--- config.mk ---
export PLATFORM = sky130hd
export DESIGN_NAME = mem_port_arbiter
export DESIGN_NICKNAME = d
export VERILOG_FILES = /design/src/rtl/mem_port_arbiter.sv
export SDC_FILE = /design/constraint.sdc
export NUM_CORES = 1
export LEC_CHECK = 0
export CAP_MARGIN = 10
export CELL_PAD_IN_SITES_DETAIL_PLACEMENT = 0
export CELL_PAD_IN_SITES_GLOBAL_PLACEMENT = 1
export CORE_AREA = 2 2 105 107
export CTS_BUF_LIST = sky130_fd_sc_hd__clkbuf_8
export DETAILED_ROUTE_END_ITERATION = 10
export DIE_AREA = 0 0 107 109
export DONT_BUFFER_PORTS = 1
export PLACE_DENSITY_LB_ADDON = 0.1
export RECOVER_POWER = 100
export SLEW_MARGIN = 40
export SYNTH_ARGS = -nofsm -noshare
export SYNTH_HDL_FRONTEND = slang
export SYNTH_SLANG_ARGS = --single-unit
--- constraint.sdc ---
create_clock -name clk -period 1.8 [get_ports clk]
set_input_delay 0.27 -clock clk [delete_from_list [all_inputs] [get_ports clk]]
set_output_delay 0.27 -clock clk [all_outputs]
set_load 0.01 [all_outputs]
--- src/rtl/mem_port_arbiter.sv ---
// mem_port_arbiter
//   Shares one single-ported memory between instruction fetch (imem) and
//   data access (dmem). One transaction is outstanding at a time; the owner
//   of that transaction is latched so the response goes back to it. dmem has
//   fixed priority, limited by a starvation guard so a waiting imem is
//   served after at most p_starve_max consecutive dmem grants.
//
//   Ports
//     clk, rst                      clock, synchronous active-high reset
//     imemreq_val/rdy/addr          fetch request
//     imemresp_val/data             fetch response
//     dmemreq_val/rdy/type/addr/wdata  data request (type 1 = write)
//     dmemresp_val/data             data response (also pulses for writes)
//     memreq_val/rdy/type/addr/wdata   request to memory
//     memresp_val/data              memory response
//     err                           sticky: response arrived with nothing outstanding
//
//   state | meaning
//   ------+----------------------------------------------------------
//   IDLE  | no transaction outstanding; grant and forward a request
//   BUSY  | one transaction outstanding; waiting for memresp_val

module mem_port_arbiter #(
  parameter int unsigned p_starve_max = 3
) (
  input  logic        clk,
  input  logic        rst,

  input  logic        imemreq_val,
  output logic        imemreq_rdy,
  input  logic [31:0] imemreq_addr,
  output logic        imemresp_val,
  output logic [31:0] imemresp_data,

  input  logic        dmemreq_val,
  output logic        dmemreq_rdy,
  input  logic        dmemreq_type,
  input  logic [31:0] dmemreq_addr,
  input  logic [31:0] dmemreq_wdata,
  output logic        dmemresp_val,
  output logic [31:0] dmemresp_data,

  output logic        memreq_val,
  input  logic        memreq_rdy,
  output logic        memreq_type,
  output logic [31:0] memreq_addr,
  output logic [31:0] memreq_wdata,
  input  logic        memresp_val,
  input  logic [31:0] memresp_data,

  output logic        err
);

  localparam logic [3:0] STARVE_MAX = 4'(p_starve_max);

  typedef enum logic {IDLE, BUSY} state_t;
  typedef enum logic {OWN_IMEM, OWN_DMEM} owner_t;

  state_t     state, state_nxt;
  owner_t     owner, owner_nxt;
  logic [3:0] streak, streak_nxt;
  logic       err_q, err_nxt;

  logic starve, grant_d, grant_i, fire;

  always_ff @(posedge clk) begin
    if (rst) begin
      state  <= IDLE;
      owner  <= OWN_IMEM;
      streak <= 4'd0;
      err_q  <= 1'b0;
    end else begin
      state  <= state_nxt;
      owner  <= owner_nxt;
      streak <= streak_nxt;
      err_q  <= err_nxt;
    end
  end

  always_comb begin
    state_nxt     = state;
    owner_nxt     = owner;
    streak_nxt    = streak;
    err_nxt       = err_q;

    memreq_val    = 1'b0;
    memreq_type   = 1'b0;
    memreq_addr   = 32'd0;
    memreq_wdata  = 32'd0;
    imemreq_rdy   = 1'b0;
    dmemreq_rdy   = 1'b0;
    imemresp_val  = 1'b0;
    imemresp_data = 32'd0;
    dmemresp_val  = 1'b0;
    dmemresp_data = 32'd0;

    starve  = imemreq_val & (streak == STARVE_MAX);
    grant_d = dmemreq_val & ~starve;
    grant_i = imemreq_val & ~grant_d;
    fire    = 1'b0;

    // All outputs held at zero during reset; next-state values are
    // irrelevant then because the register reset takes priority.
    if (!rst) begin
      case (state)
        IDLE: begin
          memreq_val  = grant_d | grant_i;
          if (grant_d) begin
            memreq_type  = dmemreq_type;
            memreq_addr  = dmemreq_addr;
            memreq_wdata = dmemreq_wdata;
          end else if (grant_i) begin
            memreq_addr  = imemreq_addr;
          end
          imemreq_rdy = grant_i & memreq_rdy;
          dmemreq_rdy = grant_d & memreq_rdy;
          fire        = memreq_val & memreq_rdy;

          if (fire) begin
            state_nxt = BUSY;
            owner_nxt = grant_d ? OWN_DMEM : OWN_IMEM;
            if (grant_d && imemreq_val)
              streak_nxt = (streak >= STARVE_MAX) ? STARVE_MAX : streak + 4'd1;
            else
              streak_nxt = 4'd0;
          end

          // Nothing is outstanding, so a response here is a protocol error.
          if (memresp_val)
            err_nxt = 1'b1;
        end

        BUSY: begin
          if (memresp_val) begin
            state_nxt = IDLE;
            if (owner == OWN_DMEM) begin
              dmemresp_val  = 1'b1;
              dmemresp_data = memresp_data;
            end else begin
              imemresp_val  = 1'b1;
              imemresp_data = memresp_data;
            end
          end
        end

        default: state_nxt = IDLE;
      endcase
    end
  end

  assign err = err_q & ~rst;

endmodule

==> impl_results.md <==
- Post-synthesis cell type count: 26
- Clk Tree Root Cell: sky130_fd_sc_hd__clkbuf_8
- CP peak stage delay: 0.36 ns
- Maximum count of clock buffers along a single path: 2
- Fraction of synthesized cell area taken by the top area cell type: 25.9%
- Overall die height: 109 um
- Pin slew with the least headroom to its limit: 0.380 ns
- Top fanout value on the critical path: 11
- Clock skew: 0.000275 ns
- Post-layout net count: 423
- Power per unit of standard cell area: 323 nW/um^2
- Relative max-transition margin: 74.7%
- Post-DP HPWL: 5.41 mm
- Leakage dissipation: 1.05 nW
- Synthesis Warnings: 0
- Sort of element at the start of the critical path: flop
- Number of non-filler instances in the completed layout: 426
- Share of async-settable or async-resettable flops after synthesis: 0%
- Fraction of layout instances using a drive strength above 1: 36.4%
- Horizontal die dimension: 107 um
- Clock sink total: 7
- Placement-stage cell area: 1990 sq um
- Via count of the first global-routing pass: 1769
- Final weighted congestion in routability-driven placement: 0.751
- Fill cells: 1183
- Arrival time at the worst endpoint: 1.54 ns
- Min-Delay Path Class: primary input to flop
- I/O pin count: 270
- Hold violation total from the final report: 0
- Crit path cell chain: ha_4 -> nand4bb_4 -> and2_4 -> buf_12 -> o21ai_1 -> buf_4
- Family with the most delay on the worst path: flip-flops
- H-tree level count: 1
- Number of clock buffers inserted by TritonCTS: 3
- Number of buffers added to fix hold violations after cts: 0
- Most repeated cell in the gate-level netlist after synthesis: sky130_fd_sc_hd__and2_1
- Antenna violations before repair: 0
- Synthesized area per cell: 6.12 sq um
- Top layer used by detailed routing: met4
- Post-Route M1 WL: 3.37 mm
- Number of enable-type register cells in the synthesized netlist: 0
- Vias after detailed routing: 2130
- Placeable core region: 10600 sq um
- Grt ovf: 0
- Total of max-cap violations: 0
- Top post-synthesis cells by area: sky130_fd_sc_hd__and2_1 (26%), sky130_fd_sc_hd__and3_1 (14%), sky130_fd_sc_hd__nand4_1 (12%)
- Fmax: 553 MHz
- Post-Syn Instances: 264
- Design Power: 812 uW
- Diodes inserted: 0
- Setup Viol. Count Final: 1
- Per-cell via count in the routed design: 5.00
- Initial Utilization: 15.2%
- Smallest setup slack after layout: -0.00848 ns
- Violations in the final reports: setup timing
- Post-route minimum period: 1.81 ns
- Cell type with the highest aggregate area in the netlist: sky130_fd_sc_hd__and2_1
- Top_reg_cell synth: sky130_fd_sc_hd__dfxtp_1
- Fraction of the yosys area taken by sequential cells: 8.68%
- Total of buffers placed on input and output ports: 0
- Largest net degree at the start of global routing: 75
- Flop and latch count out of synthesis: 7
- Commonest cells post-synth: sky130_fd_sc_hd__and2_1 (67), sky130_fd_sc_hd__and3_1 (35), sky130_fd_sc_hd__nand3_1 (32), sky130_fd_sc_hd__nand4_1 (32), sky130_fd_sc_hd__o21ai_0 (30)
- Pre-CTS WS: 0.130 ns
- Outcome: complete, but fails checks
- Reg clk slew, reported paths: 0.04 ns
- Buffers & Inverters on Critical Path: 2
- CP required: 1.53 ns
- Number of nets with antenna violations after detailed routing: 0
- Total length of routed wires: 8.31 mm
- Global-route usage over all layers: 10.6%
- RSZ-0062 raised after global routing: yes
- Utilization of the core after routing: 23.7%
- Net Count, Synth: 400
- First-pass GRT wire length: 9.86 mm
- Critical path type: flop to output pin
- Synthesis-to-finish area growth: 55.6%
- DRC viols: 0
- Post-synthesis cell area: 1620 sq um
- Skew-Pair Late Insertion Delay: 0.22 ns
- CP endpoint kind: output pin
- Final instance area: 2510 sq um
- Crit share post-route: 100%
- Critical-path top delay cell: sky130_fd_sc_hd__dfxtp_4
- Total count of max-transition violations in the final report: 0
- Average wire length per cell after detail routing: 19.5 um
- Max IR drop VDD: 136 uV
- Cells after DPL: 408
- Met3 layer wire length in the routed design: 697 um
- Metal2 WL: 4.23 mm
- Number of design-rule violations left by the first detailed-router iteration: 138
- Pre-Repair DR Iteration Count: 4
- Die Footprint: 11700 sq um
- Floorplan row count: 38
- Clock tree from TritonCTS: done
-- what timing repair did --
item                                    in CTS  in global routing
buffers inserted                             1                  2
endpoints found under the hold margin        0                  0
cloned                                       1                 10
resized for setup                           43                 46
endpoints found under the setup margin      37                 95
pin swaps                                    3                 17
-- power by group --
group / switching (mW) / internal (mW) / leakage, nW
Clock: 0.0631 / 0.147 / 0.0269
Combinational: 0.228 / 0.205 / 0.960
Sequential: 0.00606 / 0.162 / 0.0588
Total: 0.297 / 0.515 / 1.05
-- worst reg2reg max path: cells and delay by family (launching register included) --
kind,cells,cell delay (ns)
DFF,1,0.36
buffers and inverters,1,0.19
adders and majority gates,1,0.15
and+or+nand+nor,2,0.35
AOI/OAI and AO/OA,1,0.24
-- cells by family (layout without fill, tap and decap cells) --
| kind of cell | after synthesis | in the layout | synth area share [%] |
|---|---|---|---|
| AND/OR/NAND/NOR | 178 | 179 | 66.1 |
| AO/OA/AOI/OAI | 40 | 40 | 13.8 |
| buffers and inverters | 38 | 59 | 10.7 |
| flip-flops | 7 | 7 | 8.68 |
| adder cells (fa/ha/maj) | 1 | 1 | 0.774 |
-- final timing paths --
kind | cells after the start | from | slack [ns] | end
setup / recovery | 6 | streak[0] | -0.008 | memreq_addr[21]
hold / removal | 1 | rst | 0.11 | state
setup reg to reg | 5 | streak[0] | 0.40 | owner
hold reg to reg | 1 | streak[2] | 0.49 | streak[2]
-- metal layers --
layer | vias up | global-route usage [%]
met5 | - | 0
met4 | 0 | 0.835
met3 | 4 | 2.87
met2 | 130 | 18.2
met1 | 1003 | 13.7
li1 | 993 | -
-- placed cells by master, fill, tap and decap left out, drive strengths merged, types with 2 or more instances in the layout --
master | synthesis | routed
a21oi | 2 | 2
a32o | 3 | 3
and2 | 67 | 68
and3 | 35 | 35
buf | 10 | 48
clkbuf | 27 | 9
dfxtp | 7 | 7
inv | 1 | 2
nand2 | 3 | 3
nand2b | 2 | 2
nand3 | 32 | 32
nand4 | 32 | 32
nor2b | 2 | 2
nor3 | 2 | 2
o21a | 2 | 2
o21ai | 32 | 32
-- cell type report --
type | count | area (sq um) | share of cell area [%]
clock buffer | 3 | 41.3 | 1.64
clock inverter | 1 | 3.75 | 0.149
inverter | 1 | 3.75 | 0.149
multi-input combinational | 220 | 1540 | 61.4
sequential | 7 | 146 | 5.82
tap | 140 | 175 | 6.97
timing repair buffer | 54 | 601 | 23.9
-- registers in the layout, indices dropped and copies added, names as in the netlist --
signal,count
streak,4
err_q,1
state,1
owner,1
-- metrics by stage --
stage | TNS, ns | hold WS (ns)
after global placement | 0 | 0.344
after floorplan | 0 | 0.339
after CTS | 0 | 0.110
after detailed placement | 0 | 0.347
final | -0.00848 | 0.108
after global routing | -1.42 | 0.103
(Power assumes the default switching activity.)
